<file path="config.mk">
export PLATFORM = sky130hd
export DESIGN_NAME = bk_multiword_adder
export DESIGN_NICKNAME = d
export VERILOG_FILES = /design/src/rtl/bk_multiword_adder.sv
export SDC_FILE = /design/constraint.sdc
export NUM_CORES = 1
export LEC_CHECK = 0
export BUFFER_PORTS_ARGS = -buffer_cell sky130_fd_sc_hd__buf_2
export CAP_MARGIN = 20
export CORE_MARGIN = 2
export CORE_UTILIZATION = 50
export CTS_BUF_LIST = sky130_fd_sc_hd__clkbuf_16
export DETAILED_ROUTE_END_ITERATION = 10
export PLACE_DENSITY = 0.75
export SLEW_MARGIN = 20
export SYNTH_ARGS = -nofsm -noshare
export SYNTH_HDL_FRONTEND = slang
export SYNTH_SLANG_ARGS = --single-unit
</file>
<file path="constraint.sdc">
create_clock -name clk -period 4.41 [get_ports clk]
set_input_delay 0.2205 -clock clk [delete_from_list [all_inputs] [get_ports clk]]
set_output_delay 0.2205 -clock clk [all_outputs]
set_load 0.02 [all_outputs]
</file>
<file path="src/rtl/bk_multiword_adder.sv">
`default_nettype none
// ============================================================================
// Module   : bk_multiword_adder
// Purpose  : Sequential wide adder, one 16-bit slice per cycle, LS slice first,
//            with valid/ready handshakes on operands and result.
//            Optional subtract mode enabled by macro BK_MULTIWORD_SUB_EN.
// Revision : 1.0 - initial release
// ============================================================================
module bk_multiword_adder #(
    parameter int WORDS   = 4,
    parameter int SLICE_W = 16
) (
    input  logic                     clk,
    input  logic                     rst,
    input  logic                     in_valid,
    output logic                     in_ready,
    input  logic [SLICE_W*WORDS-1:0] in_a,
    input  logic [SLICE_W*WORDS-1:0] in_b,
`ifdef BK_MULTIWORD_SUB_EN
    input  logic                     op_sub,
`endif
    output logic                     out_valid,
    input  logic                     out_ready,
    output logic [SLICE_W*WORDS-1:0] out_sum,
    output logic                     out_cout,
    output logic                     busy
);

    localparam int c_W     = SLICE_W * WORDS;
    localparam int c_IDX_W = (WORDS > 2) ? $clog2(WORDS) : 1;
    localparam logic [c_IDX_W-1:0] c_LAST = c_IDX_W'(WORDS - 1);

    localparam logic [1:0] c_IDLE = 2'd0;
    localparam logic [1:0] c_RUN  = 2'd1;
    localparam logic [1:0] c_DONE = 2'd2;

    logic [1:0]         r_state;
    logic [c_IDX_W-1:0] r_idx;
    logic               r_carry;
    logic [c_W-1:0]     r_a;
    logic [c_W-1:0]     r_b;
    logic [c_W-1:0]     r_sum;
    logic               r_cout;
`ifdef BK_MULTIWORD_SUB_EN
    logic               r_sub;
`endif

    logic [SLICE_W-1:0] w_a_slice;
    logic [SLICE_W-1:0] w_b_slice;
    logic [SLICE_W:0]   w_slice_sum;

    always_comb begin
        w_a_slice = r_a[r_idx*SLICE_W +: SLICE_W];
`ifdef BK_MULTIWORD_SUB_EN
        // Subtraction as A + ~B + 1; the +1 comes from the initial carry.
        w_b_slice = r_b[r_idx*SLICE_W +: SLICE_W] ^ {SLICE_W{r_sub}};
`else
        w_b_slice = r_b[r_idx*SLICE_W +: SLICE_W];
`endif
        w_slice_sum = {1'b0, w_a_slice} + {1'b0, w_b_slice} + {{SLICE_W{1'b0}}, r_carry};
    end

    always_ff @(posedge clk) begin
        if (rst) begin
            r_state <= c_IDLE;
            r_idx   <= '0;
            r_carry <= 1'b0;
            r_a     <= '0;
            r_b     <= '0;
            r_sum   <= '0;
            r_cout  <= 1'b0;
`ifdef BK_MULTIWORD_SUB_EN
            r_sub   <= 1'b0;
`endif
        end else begin
            case (r_state)
                c_IDLE: begin
                    if (in_valid) begin
                        r_a     <= in_a;
                        r_b     <= in_b;
                        r_idx   <= '0;
                        r_sum   <= '0;
`ifdef BK_MULTIWORD_SUB_EN
                        r_sub   <= op_sub;
                        r_carry <= op_sub;
`else
                        r_carry <= 1'b0;
`endif
                        r_state <= c_RUN;
                    end
                end
                c_RUN: begin
                    r_sum[r_idx*SLICE_W +: SLICE_W] <= w_slice_sum[SLICE_W-1:0];
                    r_carry <= w_slice_sum[SLICE_W];
                    if (r_idx == c_LAST) begin
                        r_cout  <= w_slice_sum[SLICE_W];
                        r_state <= c_DONE;
                    end else begin
                        r_idx <= r_idx + 1'b1;
                    end
                end
                c_DONE: begin
                    if (out_ready) begin
                        r_state <= c_IDLE;
                    end
                end
                default: r_state <= c_IDLE;
            endcase
        end
    end

    assign in_ready  = (r_state == c_IDLE);
    assign out_valid = (r_state == c_DONE);
    assign busy      = (r_state == c_RUN);
    assign out_sum   = r_sum;
    assign out_cout  = r_cout;

endmodule
`default_nettype wire

</file>
* After elaboration in Yosys (flattened, before gate mapping)
Cells that the tools add are included.
Operators by class: $add $sub $neg 4, $mul 0, div/mod/pow operators 0, order comparisons 0, equality and inequality tests 7, shifts and indexed selects 4, muxes and demuxes 12, bitwise logic cells 0, reduce and logical (&&, ||, !) cells 7
Operators by type and width (number):
- case mux 64 bit (2 select lines) | 1
- variable part select 64 x 7 -> 16 bit | 2
- bitwise mux 64 bit | 1
- two-way mux 64 bit | 1
- variable shift 16 x 34 -> 64 bit, first input constant | 1
- variable part select 16 x 34 -> 64 bit | 1
- negator 6 -> 34 bit | 1
- adder 16 x 16 -> 17 bit | 1
- adder 17 x 1 -> 17 bit | 1
- two-way mux 2 bit | 5
- case mux 2 bit (3 select lines) | 1
- AND reduction 2 bit | 3
- AND reduction 3 bit | 2
- == test 2 bit, second input constant | 2
- inequality test 2 x 1 -> 1 bit, second input constant | 2
- inequality test 2 bit, second input constant | 2
- case mux 2 bit (2 select lines) | 1
- adder 2 x 1 -> 2 bit, second input constant | 1
- == test 2 x 1 -> 1 bit, second input constant | 1
- zero test 2 bit | 1
- case mux 1 bit (2 select lines) | 1
- nonzero test 2 bit | 1
- two-way mux 1 bit | 1
Word-level totals: register bits 198, latch bits 0, RAM bits 0, ROM bits 0, input port bits 132, output and inout port bits 68, memories 0

* Logic depth before layout (Yosys ltp)
depth in word-level cells 6, mapped depth 12, mapped depth without buffers 9

* Least setup slack after synthesis
Ideal clock, no wire load.
kind register -> register, start register r_idx[1], end register r_sum[10] (netlist: out_sum[10]), library setup time 0.128 ns, data arrival time 3.205 ns, slack 1.078 ns, cell stages (with the launch flop) 12, cells stage by stage dfxtp_1 clkbuf_1 clkbuf_1 mux4_2 fa_1 fa_1 a21oi_1 o221ai_2 a31oi_1 o21ai_1 xnor2_1 o21ai_0
Between the ends: longest elaborated chain between the ends 6
Ends and longest elaborated chain:
- start, declared | RTL line 38 | logic [c_IDX_W-1:0] r_idx;
- start signal, assigned | RTL line 99 | r_idx <= r_idx + 1'b1;
- variable part select 64 x 7 -> 16 bit, on equally long branches | RTL line 53, 58
- adder 16 x 16 -> 17 bit | RTL line 60 | w_slice_sum = {1'b0, w_a_slice} + {1'b0, w_b_slice} + {{SLICE_W{1'b0}}, r_carry};
- adder 17 x 1 -> 17 bit | RTL line 60
- variable part select 16 x 34 -> 64 bit | RTL line 93 | r_sum[r_idx*SLICE_W +: SLICE_W] <= w_slice_sum[SLICE_W-1:0];
- bitwise mux 64 bit (*) | RTL line 93
- case mux 64 bit (2 select lines) (*) | RTL line 76 | case (r_state)
- end signal, assigned by index | RTL line 93
- end, declared | RTL line 42 | logic [c_W-1:0] r_sum;
Mark *: on every way between the ends. The rest lies on a longest branch, timed or not. A chain may end at the register's enable or synchronous reset.

* Final worst setup path
start register r_idx[0], end register r_sum[31] (netlist: out_sum[31])
The elaborated chain is that of the path after synthesis.

==> results.yml <==
status:
  outcome: "complete, no violations"
placement:
  dp_slack_ps: 679
  dp_cells: 1302
  dp_hpwl_um: 16100
  finalWeightedCongestion: 0.924
  port_buffers: 199
logic_synthesis:
  ys_top_cells_by_area: "dfxtp_1, nand2_1, mux4_2, a21oi_1, a22o_1"
  synth_warnings: 0
  avgSynthCellArea_um2: 8.96
  synth_most_common_cell: "nand2_1"
  synth_top_area_share_pct: 46.9
  syn_area_mm2: 0.00846
  syn-instance-count: 944
  ys.flop_type: "dfxtp_1"
  synth_fp_nets: 1097
  ys_seq_area_share_pct: 46.9
  synth_top_area_cell: "dfxtp_1"
  synth-seq-cells: 198
  synth_edf_count: 0
  synthTopCellsByCount: "nand2_1, dfxtp_1, a21oi_1"
  synthArstFlopShare_pct: 0
  synth_cell_type_count: 50
final_layout:
  layout-drive-gt1-share_pct: 26.0
  syn_to_final_growth_pct: 19.8
  final_util_pct: 61.1
  num-nets-final: 1255
  n_antenna_cell: 0
  stdcell_count: 1335
grt:
  grt_pass1_wl_um: 34500
  grtUsageTotal_pct: 24.6
  grt_max_degree: 90
  use_met1_pct: 35.7
  grtUsageMet2_pct: 36.8
  grt_use_met3_pct: 5.40
  antenna_found_initial: 0
  grt_pass1_vias: 6696
  busiest_layer: "met2"
  grt-ovfl-total: 0
pwr:
  power_density_mw_per_mm2: 408
  leakagePower_uw: 0.00428
  ir_worst_vdd_uv: 329
  total_power_uw: 4130
floorplanning:
  initial_utilization_pct: 51.0
  die_x_um: 134
  core_mm2: 0.0166
  die_y_um: 134
  pin_count: 200
  rows: 47
  fp.dieArea_mm2: 0.0180
worst_hold_path:
  hold_path_depth: 3
  holdPathEnd: "r_a[49]"
  timing.hold.worst.start: "in_a[49]"
  hold_path_class: "in2reg"
sta:
  setup-tns-final_ps: 0
  slew-limit-headroom_pct: 38.1
  fin_crit_sh_pct: 84.7
  setup-violations-final: 0
  fin_crit_ps: 3730
  worst_pin_slew_ps: 922
  drv_slew: 0
  finClkSkew_ps: 10.5
  max_freq_mhz: 268
  fin_ws_ps: 675
  rsz0062_at_grt: "no"
  hold_viol: 0
route:
  post_drt_wl_per_cell_um: 16.4
  wirelength_um: 21900
  viasPerCell: 5.52
  firstDrtPassIters: 5
  via_count: 7365
  drc_errors: 0
  drt_iter0_drc: 647
  drtAntennaViolNets: 0
setup_path:
  cp_max_fo: 23
  rr_worst_depth: 9
  cp-end-kind: "flip-flop"
  r2r-end: "out_sum[31]"
  worstSetupPathType: "reg2reg"
  crit_path_start_kind: "flip-flop"
  reg2reg_slack_ps: 680
  worstPathArrival_ps: 4050
  r2r_start: "r_idx[0]"
  required_ps: 4730
clocking:
  cts_root_buffer: "clkbuf_16"
  cts_tree: "yes"
  clkSinkCount: 198
  cts-resized-gates: 0
  holdBufCountCts: 1
  insertion_delay_ps: 440
  clk_pin_slew_ps: 70
  post_cts_buffers: 0
  cts_buffers: 17
  h-tree-depth: 4
  cts_max_path_buffers: 2
run:
  maxCapViolCount: 0
-- state kept, by name, summed over array words and instances, names as in the netlist --
register	count
out_sum	64
r_a	64
r_b	64
r_idx	2
r_state	2
out_cout	1
r_carry	1
-- how the worst max path moves through the flow --
stage | startpoint | end | slack (ps) | cells past startpoint
2_1_floorplan | r_idx[1] | out_sum[10] | 1080 | 11
3_3_place_gp | r_idx[0] | out_sum[31] | 760 | 9
3_5_place_dp | r_idx[0] | out_sum[15] | 680 | 9
4_1_cts | r_idx[0] | out_sum[15] | 660 | 9
5_1_grt | r_idx[0] | out_sum[15] | 400 | 9
6_report | r_idx[0] | out_sum[31] | 680 | 9
-- layer usage --
layer / routed length [um] / part of all wire, %
met1: 10100 / 46
met2: 9780 / 45
met3: 1530 / 7.0
met4: 413 / 1.9
met5: 0 / 0
-- kinds of logic (layout without fill, tap and decap cells) --
logic type / Yosys count / after routing / share of synthesized area (%)
AND/OR/NAND/NOR: 358 / 358 / 17.5
buffers and inverters: 76 / 247 / 4.10
AO/OA/AOI/OAI: 245 / 245 / 18.2
XOR/XNOR: 13 / 13 / 1.35
flip-flops: 198 / 198 / 46.9
multiplexers: 33 / 33 / 8.64
adder cells (fa/ha/maj): 21 / 21 / 3.29
-- layout make-up --
cell class / instances / area [um2]
fillers: 1470 / 6450
repair buffers: 207 / 1060
clock buffers: 17 / 425
multi-input cells: 670 / 4160
inverters: 8 / 30.0
well taps: 220 / 275
flip-flops and latches: 198 / 3970
clock inverters: 15 / 218
-- layout by cell type (no fill, tap or decap), types with 2 or more instances in the layout --
cell        count
ha_1           19
clkbuf_16      17
or3_1           4
a21o_1          7
xor2_1          8
dfxtp_2         2
fa_1            2
buf_2         198
mux4_2         32
o21bai_1        3
buf_4           8
xnor2_1         5
inv_6           3
clkinv_4        2
o21ai_0        10
dfxtp_1       196
nand3_1         4
a22o_1         28
nand2b_1        6
inv_1           8
nor3_1          3
a31oi_1         2
clkinvlp_4      2
a21oi_1       140
a22oi_1        31
a211oi_1        2
nor2b_1         8
nor2_1         39
nand2_1       282
inv_8           3
a21oi_4         2
bufinv_16       4
nand4_1         3
o21ai_1         9
o211ai_2        2
-- power breakdown --
group          switching (uW)  leakage, uW  internal [uW]
Clock                     724     0.000310            967
Combinational             323      0.00235            198
Sequential               54.7      0.00162           1870
Total                    1100      0.00428           3030
-- worst max-delay path, stage by stage, from the launching register on --
cell and delay [ps]:
dfxtp_2 720, buf_4 450, mux4_2 550, ha_1 470, o21ai_0 180, a2111oi_2 430, a221oi_2 130, mux2i_1 160
a311oi_2 390, o21ai_1 110
-- through the flow --
stage | cell area, um2 | hold slack [ps]
floorplan | 8460 | 356
global placement | 9480 | 437
detailed placement | 9480 | 444
CTS | 10100 | 0.354
global route | 10100 | 3.47
finish | 10100 | 11.2
Power figures use the tool's default switching activity.
